## config.mk

```make
export PLATFORM = sky130hd
export DESIGN_NAME = regfile_writeback
export DESIGN_NICKNAME = d
export VERILOG_FILES = /design/src/rtl/regfile_writeback.sv
export SDC_FILE = /design/constraint.sdc
export NUM_CORES = 1
export LEC_CHECK = 0
export ABC_AREA = 1
export ABC_CLOCK_PERIOD_IN_PS = 6400
export CAP_MARGIN = 20
export CELL_PAD_IN_SITES_DETAIL_PLACEMENT = 1
export CELL_PAD_IN_SITES_GLOBAL_PLACEMENT = 1
export CORE_MARGIN = 5
export CORE_UTILIZATION = 40
export CTS_CLUSTER_SIZE = 40
export DETAILED_ROUTE_END_ITERATION = 16
export MAX_ROUTING_LAYER = met4
export PLACE_DENSITY_LB_ADDON = 0.1
export SYNTH_ARGS = -nofsm -noshare
export SYNTH_HDL_FRONTEND = slang
export SYNTH_SLANG_ARGS = --single-unit
```

## constraint.sdc

```tcl
create_clock -name clk -period 6.4 [get_ports clk]
set_clock_uncertainty 0.2 [all_clocks]
set_input_delay 0.96 -clock clk [delete_from_list [all_inputs] [get_ports clk]]
set_output_delay 0.96 -clock clk [all_outputs]
set_load 0.02 [all_outputs]
```

## src/rtl/regfile_writeback.sv

```systemverilog
// ---------------------------------------------------------------------------
// regfile_writeback
//
// Write-back queue feeding the single write port of the 8x8-bit register
// file (R0 hardwired to zero). Results from the load unit and the ALU are
// buffered in arrival order in a small circular buffer. The buffer drains one
// entry per cycle whenever the register file is enabled (mem_ready). Pending
// entries can be forwarded to the decode stage.
//
// Optional feature (compile-time macro REGFILE_WB_FWD_EN):
//   defined   : fwdN_hit / fwdN_data report the youngest pending write that
//               targets rdN_addr.
//   undefined : all forwarding outputs are tied to 0 and no comparators exist.
//
// Ports:
//   clk, rst                      clock (rising edge), synchronous active-high reset
//   mem_ready                     register-file enable; the queue drains only when 1
//   ld_valid/ld_addr/ld_data      load result in;  ld_ready  = accepted this cycle
//   alu_valid/alu_addr/alu_data   ALU result in;   alu_ready = accepted this cycle
//   rf_write_en/rf_addr_wr/rf_data_wr   register-file write port
//   rd1_addr, rd2_addr            decode read addresses
//   fwd1_hit/fwd1_data, fwd2_hit/fwd2_data   forwarding results
//   count, full                   occupancy and full flag
// ---------------------------------------------------------------------------
module regfile_writeback #(
   parameter int DEPTH = 4,
   parameter int DW    = 8,
   parameter int AW    = 3
) (
   input  logic                     clk,
   input  logic                     rst,
   input  logic                     mem_ready,
   input  logic                     ld_valid,
   input  logic [AW-1:0]            ld_addr,
   input  logic [DW-1:0]            ld_data,
   output logic                     ld_ready,
   input  logic                     alu_valid,
   input  logic [AW-1:0]            alu_addr,
   input  logic [DW-1:0]            alu_data,
   output logic                     alu_ready,
   output logic                     rf_write_en,
   output logic [AW-1:0]            rf_addr_wr,
   output logic [DW-1:0]            rf_data_wr,
   input  logic [AW-1:0]            rd1_addr,
   input  logic [AW-1:0]            rd2_addr,
   output logic                     fwd1_hit,
   output logic [DW-1:0]            fwd1_data,
   output logic                     fwd2_hit,
   output logic [DW-1:0]            fwd2_data,
   output logic [$clog2(DEPTH):0]   count,
   output logic                     full
);

   localparam int PW = $clog2(DEPTH);
   localparam int CW = PW + 1;

   typedef struct packed {
      logic [AW-1:0] addr;
      logic [DW-1:0] data;
   } entry_t;

   entry_t          mem [DEPTH];
   logic [PW-1:0]   head;
   logic [PW-1:0]   tail;
   logic [CW-1:0]   cnt;

   logic            ld_push;
   logic            alu_push;
   logic [1:0]      n_push;
   logic            pop;
   logic [PW-1:0]   alu_slot;
   logic            not_empty;

   // Acceptance looks only at the registered occupancy, so a same-cycle drain
   // never frees a slot early. A pending load reserves one slot ahead of the
   // ALU result because the load is the older of the two.
   assign ld_ready  = (cnt <= CW'(DEPTH - 1));
   assign alu_ready = ld_valid ? (cnt <= CW'(DEPTH - 2)) : (cnt <= CW'(DEPTH - 1));

   // Writes to R0 are handshaken but dropped: they never occupy an entry.
   assign ld_push  = ld_valid  & ld_ready  & (ld_addr  != '0);
   assign alu_push = alu_valid & alu_ready & (alu_addr != '0);
   assign n_push   = {1'b0, ld_push} + {1'b0, alu_push};

   // The ALU result lands behind the load when both are enqueued together.
   assign alu_slot = tail + PW'(ld_push);

   assign not_empty = (cnt != '0);

   // A reset cycle must not commit anything to the register file, even though
   // the flush itself only takes effect at the edge.
   assign rf_write_en = mem_ready & not_empty & ~rst;
   assign pop         = rf_write_en;
   assign rf_addr_wr  = not_empty ? mem[head].addr : '0;
   assign rf_data_wr  = not_empty ? mem[head].data : '0;

   assign count = cnt;
   assign full  = (cnt == CW'(DEPTH));

   // NOTE: sequential state uses non-blocking assignments so every register
   // samples the pre-edge values, independent of statement order.
   always_ff @(posedge clk) begin
      if (rst) begin
         head <= '0;
         tail <= '0;
         cnt  <= '0;
      end else begin
         if (pop) begin
            head <= head + PW'(1);
         end
         tail <= tail + PW'(n_push);
         cnt  <= cnt + CW'(n_push) - CW'(pop);
      end
   end

   // NOTE: the entry storage has no reset; validity is defined purely by the
   // head/count window, so stale contents are never observed.
   always_ff @(posedge clk) begin
      if (ld_push) begin
         mem[tail] <= '{addr: ld_addr, data: ld_data};
      end
      if (alu_push) begin
         mem[alu_slot] <= '{addr: alu_addr, data: alu_data};
      end
   end

`ifdef REGFILE_WB_FWD_EN
   // Walk the live window from oldest to youngest; a later match overrides an
   // earlier one, leaving the youngest pending value. The draining head entry
   // is still inside the window, so it stays visible this cycle.
   // NOTE: every output is given a default before the loop so no latch is
   // inferred when no entry matches.
   always_comb begin
      fwd1_hit  = 1'b0;
      fwd1_data = '0;
      fwd2_hit  = 1'b0;
      fwd2_data = '0;
      for (int k = 0; k < DEPTH; k++) begin
         if (CW'(k) < cnt) begin
            if ((rd1_addr != '0) && (mem[head + PW'(k)].addr == rd1_addr)) begin
               fwd1_hit  = 1'b1;
               fwd1_data = mem[head + PW'(k)].data;
            end
            if ((rd2_addr != '0) && (mem[head + PW'(k)].addr == rd2_addr)) begin
               fwd2_hit  = 1'b1;
               fwd2_data = mem[head + PW'(k)].data;
            end
         end
      end
   end
`else
   // Forwarding disabled: outputs are constant and the read addresses are
   // intentionally left without a load.
   logic unused_rd_addr;
   assign unused_rd_addr = ^{rd1_addr, rd2_addr};

   assign fwd1_hit  = 1'b0;
   assign fwd1_data = '0;
   assign fwd2_hit  = 1'b0;
   assign fwd2_data = '0;
`endif

endmodule

```

==> results.toml <==
[finish]
multi_input_area_um2 = 1300
drive_gt1_share_pct = 4.68
syn2layout_area_growth_pct = 16.1
postLayoutCellArea_um2 = 3600
fillers = 948
diodes = 0
register_area_um2 = 1500
fin_nets = 466
final-instance-count-excl-fill = 529

[synth]
synth_compound_area_share_pct = 6.13
yosysMostFrequentCell = "nand2_1"
yosys.area_share.simple_pct = 29.9
yosysTopAreaCell = "edfxtp_1"
synth-main-ff-cell = "edfxtp_1"
synth-async-reset-ratio_pct = 0
yosysUniqueCellTypes = 23
synth_edf_count = 44
synthXorXnorAreaFrac_pct = 0.565
synthAdderAreaFrac_pct = 3.07
synth_cells = 390
muxShareOfSynthArea_pct = 0
synth_top_family_by_area = "simple AND/OR/NAND/NOR gates"
ys_ff_latch = 53
yosys-top-cells-count = "nand2_1, nor2_1, nand3_1, edfxtp_1, inv_1"
yosys_warnings = 0
synth.avg_cell_area_um2 = 7.95
synth-seq-area-share_pct = 48.4
synth_top_area_share_pct = 42.6
synthTopCellsByArea = "edfxtp_1, nand2_1, nand3_1"
synth.cell_area_um2 = 3100

[worst_hold_path]
worstHoldStart = "head[1]$_SDFFE_PP0P_"
min_path_type = "reg2reg"
holdPathStages = 2

[detailed_routing]
dr.max_layer_used = "met4"
vias_per_cell = 4.88
drt-initial-drc-count = 131
wl_um = 8580
wl_met3_um = 297
dr.pass1.iters = 4
vias = 2581
wl_met2_um = 4460
drcViolationCount = 0
drt-met1-wl_um = 3730
wl_per_cell_um = 16.2
antenna_left = 0

[timing]
timing.final.crit_period_ns = 3.99
timing.hold.ws_ns = 0.313
tns_ns = 0
fin_crit_sh_pct = 62.4
slew_viol_final = 0
finalHoldViolations = 0
maxSlewHeadroom_pct = 38.4
worstMarginPinSlew_ns = 0.923
rsz0062_at_grt = "false"
finalSetupViolCount = 0
timing.fmax_ghz = 0.250

[cts]
clock_latency_ns = 0.30
htreeDepth = 2
cts_tree = "done"
ctsHoldBuffers = 0
post_cts_buffers = 0
clockBufferDepth = 2
clock-sinks = 53
root_buffer = "clkbuf_8"
post_cts_resized = 0
cts.clk_slew.worst_paths_ns = 0.09
cts_buffers = 5

[placement]
dp.cells = 521
postPlaceCellArea_um2 = 3520
portBuffers = 44
gp_congestion = 0.737
post-dp-hpwl_um = 5990

[power_and_ir_drop]
pwr-share-clk_pct = 12.5
cellPowerDensity_nw_per_um2 = 414
ir_drop_v = 0.000216
combPwrFrac_pct = 50.4
p_sw_mw = 0.646
pwr-share-seq_pct = 37.1
p_sw_share_pct = 43.4
intPower_mw = 0.843
leakage_nw = 1.54

[global_route]
antenna_found_initial = 0
grt_pass1_wl_um = 13600
track_usage_pct = 18.7
grt_pass1_vias = 2615
grt.overflow.total = 0
grt_max_degree = 50

[critical_path]
cp.arrival_ns = 2.83
r2r_slack_ns = 3.41
r2r_start = "count[1]$_SDFF_PP0_"
required_ns = 5.24
crit_fanout = 23
r2r_cells = 13
crit_path_start_kind = "flip-flop"
r2r-end = "count[2]$_SDFF_PP0_"
critPathKind = "reg2out"
end_kind = "primary output"

[die]
core_um2 = 7650
die_h_um = 98.1
dieArea_um2 = 9620
initial_core_util_pct = 40.6
placementRows = 32
io_pins = 69
die_x_um = 98.1

[flow_run]
maxCapViolations = 0

[run_status]
status = "completed"
## layout make-up
class / instances / share of cell area [%]
Sequential cell: 53 / 41.7
Multi-Input combinational cell: 289 / 36.0
Timing Repair Buffer: 51 / 13.7
Tap cell: 102 / 3.55
Inverter: 26 / 2.71
Clock buffer: 7 / 2.12
Clock inverter: 1 / 0.209
## critical path: stages (launching register included)
cell	delay [ns]
dfxtp_1	0.94
inv_1	0.58
o21ai_0	0.35
a21oi_1	0.10
clkdlybuf4s50_1	0.56
## cells in the final DEF (no fill, tap or decap), drive strengths merged
cell and n:
a21oi 14, buf 7, clkinvlp 1, edfxtp 44, inv 26, nor3 1, nor2 59, clkdlybuf4s50 44
dfxtp 9, nand2 115, conb 18, nor3b 2, o21ai 24, xnor2 2, ha 6, fa 1
clkbuf 7, nand3 47
## sequential cells by signal, summed over array words and instances, names as in the netlist, named ones only
register and cells:
count 3, mem 44, head 2, tail 2
## kinds of logic (layout without fill, tap and decap cells)
| logic type | after synthesis | after routing |
|---|---|---|
| flops | 53 | 53 |
| xor+xnor | 2 | 2 |
| compound gates | 38 | 38 |
| buf+inv | 65 | 85 |
| fa+ha+maj | 7 | 7 |
| simple gates | 224 | 224 |
| other cells | 1 | 18 |
## power by group through the flow
| stage | Clock [mW] | Sequential, mW | Combinational, mW |
|---|---|---|---|
| 6_report | 0.186 | 0.553 | 0.750 |
| 5_1_grt | 0.202 | 0.562 | 0.834 |
| 4_1_cts | 0.190 | 0.554 | 0.762 |
| 3_5_place_dp | 0 | 0.562 | 0.761 |
| 3_3_place_gp | 0 | 0.556 | 0.740 |
| 2_1_floorplan | 0 | 0.549 | 0.479 |
## how the worst max path moves through the flow
stage                start             endpoint  slack (ns)  depth (start not counted)
6_report         flip-flop        rf_data_wr[6]        2.41                          4
4_1_cts          flip-flop        rf_data_wr[6]        2.32                          4
2_1_floorplan  alu_addr[0]  count[2]$_SDFF_PP0_        3.10                         15
3_3_place_gp    ld_addr[0]  mem[3][6]$_DFFE_PP_        2.07                         14
3_5_place_dp    ld_addr[0]  mem[3][6]$_DFFE_PP_        2.12                         14
5_1_grt          flip-flop        rf_data_wr[6]        2.15                          4
## per-layer routing
metal	vias to the layer above	global-route usage (%)
met1	1219	22.5
met5	-	-
met3	8	2.29
met4	0	5.22
met2	52	32.9
li1	1302	-
## metrics by stage
step / util (%) / setup slack, ns / total power [mW]
2_1_floorplan: - / 3.10 / 1.03
3_3_place_gp: 46.0 / 2.07 / 1.30
3_5_place_dp: 46.0 / 2.12 / 1.32
4_1_cts: 47.1 / 2.32 / 1.51
5_1_grt: 47.1 / 2.15 / 1.60
6_report: 47.1 / 2.41 / 1.49
(Power assumes the default switching activity.)
